<file path="config.mk">
export PLATFORM = sky130hd
export DESIGN_NAME = lcd_frame_ctrl
export DESIGN_NICKNAME = d
export VERILOG_FILES = /design/src/rtl/lcd_frame_ctrl.sv
export SDC_FILE = /design/constraint.sdc
export NUM_CORES = 1
export LEC_CHECK = 0
export CORE_MARGIN = 1
export CORE_UTILIZATION = 57
export CTS_BUF_LIST = sky130_fd_sc_hd__clkbuf_8 sky130_fd_sc_hd__clkbuf_16
export CTS_CLUSTER_SIZE = 12
export DETAILED_ROUTE_END_ITERATION = 7
export PLACE_DENSITY = 0.79
export SLEW_MARGIN = 20
export SYNTH_ARGS = -nofsm -noshare
export SYNTH_HDL_FRONTEND = slang
export SYNTH_SLANG_ARGS = --single-unit
</file>
<file path="constraint.sdc">
create_clock -name clk -period 3.7 [get_ports clk]
set_input_delay 0.74 -clock clk [delete_from_list [all_inputs] [get_ports clk]]
set_output_delay 0.74 -clock clk [all_outputs]
set_load 0.01 [all_outputs]
</file>
<file path="src/rtl/lcd_frame_ctrl.sv">
// LCD frame sequencer: panel reset/power-up command stream, then split-colour
// RGB565 frames, driven byte-by-byte through an external spi_master.
module lcd_frame_ctrl #(
    parameter int WIDTH       = 240,
    parameter int HEIGHT      = 240,
    parameter int RST_CYCLES  = 100000,
    parameter int WAIT_CYCLES = 1200000
) (
    input  logic        clk,
    input  logic        rst,
    input  logic        draw,
    input  logic [15:0] color_p1,
    input  logic [15:0] color_p2,
    output logic        spi_start,
    output logic [7:0]  spi_data,
    input  logic        spi_done,
    output logic        lcd_dc,
    output logic        lcd_rst_n,
    output logic        init_done,
    output logic        busy,
    output logic        frame_done
);

    localparam int DLY_MAX = (RST_CYCLES > WAIT_CYCLES) ? RST_CYCLES : WAIT_CYCLES;
    localparam int DLY_W   = $clog2(DLY_MAX + 1);

    localparam logic [DLY_W-1:0] RST_LAST  = DLY_W'(RST_CYCLES - 1);
    localparam logic [DLY_W-1:0] WAIT_LAST = DLY_W'(WAIT_CYCLES - 1);
    localparam logic [15:0]      X_LAST    = 16'(WIDTH - 1);
    localparam logic [15:0]      Y_LAST    = 16'(HEIGHT - 1);
    localparam logic [15:0]      X_HALF    = 16'(WIDTH / 2);
    localparam logic [3:0]       INIT_LAST = 4'd4;
    localparam logic [3:0]       WIN_LAST  = 4'd10;

    typedef enum logic [3:0] {
        S_RST_LO,
        S_RST_WAIT,
        S_INIT_SEND,
        S_INIT_WAIT,
        S_INIT_DLY,
        S_IDLE,
        S_WIN_SEND,
        S_WIN_WAIT,
        S_PIX_SEND,
        S_PIX_WAIT
    } state_t;

    state_t           state, state_nxt;
    logic [DLY_W-1:0] dly_cnt;
    logic [3:0]       idx;
    logic [15:0]      px_x, px_y;
    logic             px_lo;
    logic [15:0]      p1_lat, p2_lat;
    logic [7:0]       tx_byte;
    logic             tx_dc;
    logic             init_done_r, frame_done_r;

    logic [9:0]       init_ent;
    logic [8:0]       win_ent;
    logic [15:0]      px_color;
    logic [7:0]       send_byte;
    logic             send_dc;
    logic             in_wait;
    logic             frame_last;
    logic             dly_state;

    // {delay_after, dc, byte}
    function automatic logic [9:0] init_rom(input logic [3:0] i);
        case (i)
            4'd0:    return {1'b1, 1'b0, 8'h01};
            4'd1:    return {1'b1, 1'b0, 8'h11};
            4'd2:    return {1'b0, 1'b0, 8'h3A};
            4'd3:    return {1'b0, 1'b1, 8'h55};
            default: return {1'b0, 1'b0, 8'h29};
        endcase
    endfunction

    // {dc, byte}: column window, row window, then RAMWR
    function automatic logic [8:0] win_rom(input logic [3:0] i);
        case (i)
            4'd0:    return {1'b0, 8'h2A};
            4'd1:    return {1'b1, 8'h00};
            4'd2:    return {1'b1, 8'h00};
            4'd3:    return {1'b1, X_LAST[15:8]};
            4'd4:    return {1'b1, X_LAST[7:0]};
            4'd5:    return {1'b0, 8'h2B};
            4'd6:    return {1'b1, 8'h00};
            4'd7:    return {1'b1, 8'h00};
            4'd8:    return {1'b1, Y_LAST[15:8]};
            4'd9:    return {1'b1, Y_LAST[7:0]};
            default: return {1'b0, 8'h2C};
        endcase
    endfunction

    assign init_ent   = init_rom(idx);
    assign win_ent    = win_rom(idx);
    assign px_color   = (px_x < X_HALF) ? p1_lat : p2_lat;
    assign frame_last = px_lo && (px_x == X_LAST) && (px_y == Y_LAST);
    assign dly_state  = (state == S_RST_LO) || (state == S_RST_WAIT) || (state == S_INIT_DLY);

    always_comb begin
        state_nxt = state;
        send_byte = 8'h00;
        send_dc   = 1'b0;
        case (state)
            S_RST_LO:    if (dly_cnt == RST_LAST) state_nxt = S_RST_WAIT;
            S_RST_WAIT:  if (dly_cnt == WAIT_LAST) state_nxt = S_INIT_SEND;
            S_INIT_SEND: begin
                send_byte = init_ent[7:0];
                send_dc   = init_ent[8];
                state_nxt = S_INIT_WAIT;
            end
            S_INIT_WAIT: begin
                if (spi_done) begin
                    if (init_ent[9])           state_nxt = S_INIT_DLY;
                    else if (idx == INIT_LAST) state_nxt = S_IDLE;
                    else                       state_nxt = S_INIT_SEND;
                end
            end
            S_INIT_DLY:  if (dly_cnt == WAIT_LAST) state_nxt = S_INIT_SEND;
            S_IDLE:      if (draw) state_nxt = S_WIN_SEND;
            S_WIN_SEND: begin
                send_byte = win_ent[7:0];
                send_dc   = win_ent[8];
                state_nxt = S_WIN_WAIT;
            end
            S_WIN_WAIT: begin
                if (spi_done) state_nxt = (idx == WIN_LAST) ? S_PIX_SEND : S_WIN_SEND;
            end
            S_PIX_SEND: begin
                send_byte = px_lo ? px_color[7:0] : px_color[15:8];
                send_dc   = 1'b1;
                state_nxt = S_PIX_WAIT;
            end
            S_PIX_WAIT: begin
                if (spi_done) state_nxt = frame_last ? S_IDLE : S_PIX_SEND;
            end
            default:     state_nxt = S_RST_LO;
        endcase
    end

    always_ff @(posedge clk) begin
        if (rst) begin
            state        <= S_RST_LO;
            dly_cnt      <= '0;
            idx          <= '0;
            px_x         <= '0;
            px_y         <= '0;
            px_lo        <= 1'b0;
            init_done_r  <= 1'b0;
            frame_done_r <= 1'b0;
        end else begin
            state        <= state_nxt;
            frame_done_r <= 1'b0;
            // Delay counter restarts on every state change so each wait starts from zero.
            if (state_nxt != state)
                dly_cnt <= '0;
            else if (dly_state)
                dly_cnt <= dly_cnt + DLY_W'(1);
            case (state)
                S_INIT_WAIT: begin
                    if (spi_done && !init_ent[9]) begin
                        if (idx == INIT_LAST) init_done_r <= 1'b1;
                        else                  idx <= idx + 4'd1;
                    end
                end
                S_INIT_DLY:  if (dly_cnt == WAIT_LAST) idx <= idx + 4'd1;
                S_IDLE:      if (draw) idx <= '0;
                S_WIN_WAIT: begin
                    if (spi_done) begin
                        if (idx == WIN_LAST) begin
                            idx   <= '0;
                            px_x  <= '0;
                            px_y  <= '0;
                            px_lo <= 1'b0;
                        end else begin
                            idx <= idx + 4'd1;
                        end
                    end
                end
                S_PIX_WAIT: begin
                    if (spi_done) begin
                        px_lo <= ~px_lo;
                        if (px_lo) begin
                            if (px_x == X_LAST) begin
                                px_x <= '0;
                                if (px_y == Y_LAST) begin
                                    px_y         <= '0;
                                    frame_done_r <= 1'b1;
                                end else begin
                                    px_y <= px_y + 16'd1;
                                end
                            end else begin
                                px_x <= px_x + 16'd1;
                            end
                        end
                    end
                end
                default: ;
            endcase
        end
    end

    // Byte/dc held for the outstanding transfer; colours frozen at frame acceptance.
    always_ff @(posedge clk) begin
        if (spi_start) begin
            tx_byte <= send_byte;
            tx_dc   <= send_dc;
        end
        if ((state == S_IDLE) && draw) begin
            p1_lat <= color_p1;
            p2_lat <= color_p2;
        end
    end

    assign spi_start  = (state == S_INIT_SEND) || (state == S_WIN_SEND) || (state == S_PIX_SEND);
    assign in_wait    = (state == S_INIT_WAIT) || (state == S_WIN_WAIT) || (state == S_PIX_WAIT);
    assign spi_data   = in_wait ? tx_byte : send_byte;
    assign lcd_dc     = in_wait ? tx_dc : send_dc;
    assign lcd_rst_n  = (state != S_RST_LO);
    assign busy       = (state != S_IDLE);
    assign init_done  = init_done_r;
    assign frame_done = frame_done_r;

endmodule

</file>
# ---- Yosys cells after proc, flatten, opt, wreduce, memory -nomap -nowiden
# Memory sizes are Yosys's and may differ from the RTL's. A register that Yosys moved wholly into a read port is not among the register bits.
# Index checks and enable logic that the tools add are counted.
dict set report classes {
  n_lt_le_gt_ge 1
  addsub 4
  n_reduce_logical 24
  muxes 43
  bitwise_logic 4
  eq_ne 29
}
# operator n
set ops {}
lappend ops {{$mux 16} 10}
lappend ops {{$mux 4} 16}
lappend ops {{$pmux 16 s2} 2}
lappend ops {{$pmux 10 s4} 1}
lappend ops {{$pmux 4 s9} 1}
lappend ops {{$add 16x1->16 const B} 2}
lappend ops {{$eq 16x8->1 const B} 2}
lappend ops {{$pmux 8 s3} 1}
lappend ops {{$add 21x1->21 const B} 1}
lappend ops {{$eq 21x17->1 const B} 1}
lappend ops {{$eq 21x21->1 const B} 1}
lappend ops {{$eq 4x3->1 const B} 5}
lappend ops {{$eq 4x2->1 const B} 4}
lappend ops {{$lt 16x7->1 const B} 1}
lappend ops {{$mux 8} 2}
lappend ops {{$ne 2x2->1 const B} 8}
lappend ops {{$pmux 4 s4} 1}
lappend ops {{$eq 4x4->1 const B} 3}
lappend ops {{$reduce_and 6->1} 2}
lappend ops {{$eq 4x1->1 const B} 2}
lappend ops {{$logic_not 4->1} 2}
lappend ops {{$reduce_bool 4->1} 2}
lappend ops {{$logic_or 1x1->1} 6}
lappend ops {{$mux 3} 2}
lappend ops {{other kinds (16)} 27}
dict set report totals {
  rom_bits 128
  n_memories 1
  out_inout_bits 14
  regBits 105
}
# name words width rd rd_ports_with_merged_regs wr line_no
set mem_list {}
lappend mem_list {{(no name shown)} 16 8 1 1 0 80} ;# case (i)

# ---- Logic depth before layout (Yosys ltp)
dict set report depth {
  ltp_word 8
  depth_mapped 10
  mapped_depth_nobuf 9
}

# ---- Worst setup path before layout
# OpenSTA, ideal clock, no wires.
dict set report synth_path {
  path_kind {register to register}
  from {register idx[0]}
  to {register, netlist name win_ent[1]}
  stages_incl_launch_ff 10
  path_slack_ns 1.057
  setup_ns 0.133
  required_time_ns 3.567
  t_arrival_ns 2.510
  path_buffers 0
  cell_sequence {dfxtp_1 inv_1 ha_1 nand2b_1 a31oi_1 or4_4 or4_4 a21oi_4 or2_2 o221ai_1}
}
dict set report synth_between {
  elab_chain_len 8
}
# element line_no
set synth_lines {}
lappend synth_lines {{start: declaration} 50} ;# logic [3:0] idx;
lappend synth_lines {{start signal: assignment} 164} ;# else idx <= idx + 4'd1;
lappend synth_lines {{start signal: assignment} 167} ;# S_INIT_DLY: if (dly_cnt == WAIT_LAST) idx <= idx + 4'd1;
lappend synth_lines {{start signal: assignment} 177} ;# idx <= idx + 4'd1;
lappend synth_lines {{$eq 4x2->1 (tied with other cells)} 69} ;# case (i)
lappend synth_lines {{$pmux 10 s4} 69}
lappend synth_lines {{$logic_not 1->1} 162} ;# if (spi_done && !init_ent[9]) begin
lappend synth_lines {{$logic_and 1x1->1} 162}
lappend synth_lines {{$ne 2x2->1 (no source line)} n/a}
lappend synth_lines {{$reduce_and 6->1 (no source line)} n/a}
lappend synth_lines {{$mux 4 (no source line) (*) (2 in a row)} n/a}
# Every way passes the cells marked *; elsewhere a longest branch is shown, timed or not. The select of a mux whose other input is x is not followed.
# A chain may end at the register's enable or synchronous reset.

# ---- Final worst setup path
dict set report layout_path {
  from {register px_x[9]}
  to {output port spi_data[0]}
}
dict set report layout_between {
  elab_chain_len 5
}
# element line_no
set layout_lines {}
lappend layout_lines {{start: declaration} 51} ;# logic [15:0] px_x, px_y;
lappend layout_lines {{start signal: assignment} 194} ;# px_x <= px_x + 16'd1;
lappend layout_lines {{$lt 16x7->1} 97} ;# assign px_color = (px_x < X_HALF) ? p1_lat : p2_lat;
lappend layout_lines {{$mux 16} 97}
lappend layout_lines {{$mux 8} 131} ;# send_byte = px_lo ? px_color[7:0] : px_color[15:8];
lappend layout_lines {{$pmux 8 s3} 105} ;# case (state)
lappend layout_lines {{net send_byte[0]} 61} ;# logic [7:0] send_byte;
lappend layout_lines {{$mux 8} 218} ;# assign spi_data = in_wait ? tx_byte : send_byte;
lappend layout_lines {{end: declaration} 15} ;# output logic [7:0] spi_data,
# The timed path passes the listed nets, and every way through them passes these cells.

==> results.sh <==
export IMPL_p_leak_nw=2.17
export IMPL_drive_above_1_share=0.102
export IMPL_initial_utilization=0.591
export IMPL_crit_chain="nor4_1 -> nand3_2 -> mux4_2 -> a221o_1 -> a31o_2 -> clkdlybuf4s50_1"
export IMPL_ys_ff_latch=111
export IMPL_ctsHoldBuffers=0
export IMPL_synth_cell_types=70
export IMPL_r2r_end="win_ent[1]"
export IMPL_cp_max_fo=8
export IMPL_tightest_slew_ps=715
export IMPL_grtUsageTotal=0.247
export IMPL_antenna_found_initial=0
export IMPL_wl_um=11500
export IMPL_required_ps=2960
export IMPL_synth_xor_area_frac=0.0722
export IMPL_synth_ff_type="dfxtp_1"
export IMPL_startpoint_type="flop"
export IMPL_ctsHtreeMaxLevel=3
export IMPL_dr_pass1_iters=5
export IMPL_place_inst=733
export IMPL_nNetsFinal=658
export IMPL_p_switching_uw=465
export IMPL_worstSetupEndpointType="output pin"
export IMPL_drv_cap=0
export IMPL_io_pins=50
export IMPL_cpMaxStageDelayCell="clkdlybuf4s50_1"
export IMPL_setup_ws_ps=111
export IMPL_min_path_cells=2
export IMPL_cts_setup_buffers=0
export IMPL_max_freq_ghz=0.279
export IMPL_regToRegSetupSlack_ps=720
export IMPL_finalSetupViolations=0
export IMPL_first_global_vias=4258
export IMPL_drt_iter0_drc=261
export IMPL_seq_power_share=0.585
export IMPL_fin_crit_ps=3590
export IMPL_cts_tree="built"
export IMPL_grt_pass1_wl_um=19500
export IMPL_min_delay_path_class="flop to flop"
export IMPL_synthCells=563
export IMPL_area_growth_syn_to_layout_pct=16.8
export IMPL_final_max_slew_viol_count=0
export IMPL_timing_rr_start="idx[0]"
export IMPL_synthArstFlopShare=0
export IMPL_gp_routability_congestion=0.878
export IMPL_antennaDiodeCount=0
export IMPL_utilization=0.690
export IMPL_core_region_area_mm2=0.00924
export IMPL_fin_skew_ps=10.5
export IMPL_hold_path_startpoint="init_done"
export IMPL_slew_headroom=0.519
export IMPL_hold_viol_final=0
export IMPL_vias=4334
export IMPL_syn_area_mm2=0.00546
export IMPL_synth_mux_area_fraction=0.0427
export IMPL_die_area_mm2=0.00997
export IMPL_pwr_share_comb=0.030
export IMPL_yosysWarnings=0
export IMPL_vdd_drop_max_mv=0.319
export IMPL_clock_sinks=111
export IMPL_holdPathEnd="init_done"
export IMPL_grt_max_degree=33
export IMPL_syn_area_per_cell_um2=9.69
export IMPL_synth_simple_area_share=0.262
export IMPL_synthAdderAreaFrac=0.0161
export IMPL_die_h_um=99.8
export IMPL_outcome="completed"
export IMPL_overflow=0
export IMPL_post_route_cell_area_mm2=0.00637
export IMPL_cp_top_family="simple AND/OR/NAND/NOR gates"
export IMPL_clk_path_buf_depth=2
export IMPL_p_int_mw=1.70
export IMPL_rows=35
export IMPL_clkTransAtPathRegs_ps=110
export IMPL_rsz0062_at_grt="no"
export IMPL_detail_route_wl_per_cell_um=15.3
export IMPL_placed_cell_area_mm2=0.00612
export IMPL_dp_slack_ps=353
export IMPL_via_per_inst=5.79
export IMPL_swShare=0.215
export IMPL_reg2reg_depth=9
export IMPL_synth_compound_area_frac=0.0991
export IMPL_critPathMaxStageDelay_ps=470
export IMPL_portBuffers=49
export IMPL_die_width_um=99.8
export IMPL_clkLatencyLatePin_ps=380
export IMPL_critical_path_class="flop to output pin"
export IMPL_powerDensity_mw_per_mm2=340
export IMPL_crit_buf_inv=1
export IMPL_synth_nets=606
export IMPL_synth_edf_count=41
export IMPL_numCtsBuffers=9
export IMPL_crit_arrival_ps=2850
export IMPL_ant_nets=0
export IMPL_pwr_share_clk=0.386
export IMPL_fin_tns_setup_ps=0
export IMPL_dp_hpwl_um=8380
export IMPL_synth_top_family_by_area="simple AND/OR/NAND/NOR gates"
export IMPL_period_share=0.970
export IMPL_root_buffer="clkbuf_8"
export IMPL_final_cells=749
export IMPL_startpoint="px_x[9]"
export IMPL_yosysSeqAreaShare=0.482
export IMPL_drc=0
[registers in the layout, summed over array words and instances, names as in the netlist]
signal	count
dly_cnt	21
frame_done	1
idx	4
init_done	1
p1_lat	16
p2_lat	16
px_lo	1
px_x	16
px_y	16
state	4
tx_byte	8
tx_dc	1
win_ent	6
[cell type report]
cell class | instances | area, µm²
Clock buffer | 9 | 124
Clock inverter | 7 | 114
Fill cell | 703 | 2870
Inverter | 14 | 52.6
Multi-Input combinational cell | 416 | 2690
Sequential cell | 111 | 2630
Tap cell | 129 | 161
Timing Repair Buffer | 63 | 596
[power by group through the flow]
stage	logic (mW)	registers [mW]	clock network [mW]
6_report	0.0644	1.27	0.836
5_1_grt	0.0703	1.27	0.897
4_1_cts	0.0650	1.27	0.852
3_5_place_dp	0.0647	1.30	0
3_3_place_gp	0.0625	1.30	0
2_1_floorplan	0.0194	1.29	0
[synthesized netlist by cell type, types with 3 or more instances]
cell / instances / share of area
a22oi_1: 3 / 0.0041
nand4b_1: 3 / 0.0048
nor3_1: 35 / 0.032
xor2_1: 26 / 0.042
nor2_1: 64 / 0.044
nand3b_1: 4 / 0.0055
mux2i_1: 3 / 0.0055
nand4_1: 16 / 0.018
mux4_2: 8 / 0.033
and4b_1: 3 / 0.0055
nand3_1: 21 / 0.019
dfxtp_1: 70 / 0.26
o21ai_0: 11 / 0.010
and3_1: 13 / 0.015
a31oi_1: 6 / 0.0069
or4_4: 3 / 0.0062
a21oi_1: 26 / 0.024
a311oi_1: 3 / 0.0048
nor4_1: 8 / 0.0092
nor2b_1: 3 / 0.0034
ha_1: 7 / 0.016
and2_1: 3 / 0.0034
xnor2_1: 19 / 0.030
nand2_1: 57 / 0.039
nand2b_1: 12 / 0.014
a31o_2: 5 / 0.0080
inv_1: 13 / 0.0089
clkbuf_1: 17 / 0.012
or3_1: 9 / 0.010
edfxtp_1: 41 / 0.23
[worst max path at each step]
stage,endpoint,slack [ps],cells past startpoint
after global routing,spi_data[0],3,6
after detailed placement,spi_data[0],350,6
after CTS,spi_data[0],3,6
after global placement,spi_data[0],390,6
final,spi_data[0],110,6
after floorplan,win_ent[1],1060,9
[cell usage in the layout (no fill, tap or decap), drive strengths merged, types with 3 or more instances in the layout]
| cell | Yosys | layout |
|---|---|---|
| dfxtp | 70 | 70 |
| nor2 | 66 | 66 |
| nand2 | 57 | 57 |
| clkdlybuf4s50 | 0 | 49 |
| edfxtp | 41 | 41 |
| nor3 | 35 | 35 |
| a21oi | 27 | 27 |
| xor2 | 26 | 26 |
| nand3 | 21 | 21 |
| xnor2 | 19 | 19 |
| inv | 14 | 18 |
| nand4 | 16 | 16 |
| buf | 5 | 14 |
| and3 | 13 | 13 |
| nand2b | 12 | 12 |
| o21ai | 12 | 12 |
| or3 | 9 | 9 |
| clkbuf | 17 | 9 |
| nor4 | 9 | 9 |
| mux4 | 8 | 8 |
| ha | 7 | 7 |
| a31oi | 6 | 6 |
| a31o | 5 | 5 |
| nand3b | 4 | 4 |
| or4 | 4 | 4 |
| nor2b | 3 | 3 |
| nand4b | 3 | 3 |
| and4b | 3 | 3 |
| and2 | 3 | 3 |
| a22oi | 3 | 3 |
| mux2i | 3 | 3 |
| a311oi | 3 | 3 |
| nor4b | 3 | 3 |
[per-stage QoR]
stage               hold slack, ps  total power, mW
finish                         500             2.17
floorplan                      454             1.31
global route                   530             2.24
detailed placement             482             1.36
CTS                            503             2.18
global placement               470             1.36
[tightest hold or removal path: cells and delay by family, from the launching register on]
kind             cells  cell delay, ps
AO/OA/AOI/OAI        1              40
flip-flops           1             350
AND/OR/NAND/NOR      1              80
[cell families after synthesis]
| kind of cell | count (synthesis) |
|---|---|
| DFF | 111 |
| AOI/OAI and AO/OA | 79 |
| and+or+nand+nor | 272 |
| buffers and inverters | 36 |
| adders and majority gates | 7 |
| xor gates and xnor gates | 45 |
| muxes | 13 |
[layer usage]
layer | vias to the layer above | routed length [µm] | track usage
met2 | 116 | 5730 | 0.416
met5 | - | 0 | 0
li1 | 2158 | - | -
met3 | 20 | 516 | 0.0599
met1 | 2040 | 5020 | 0.308
met4 | 0 | 216 | 0.0939
[what timing repair did]
item | 4_1_cts | 5_1_grt
resized for setup | 1 | 1
pin swaps | 0 | 1
setup endpoints to repair | 1 | 2
(Power assumes the default switching activity.)
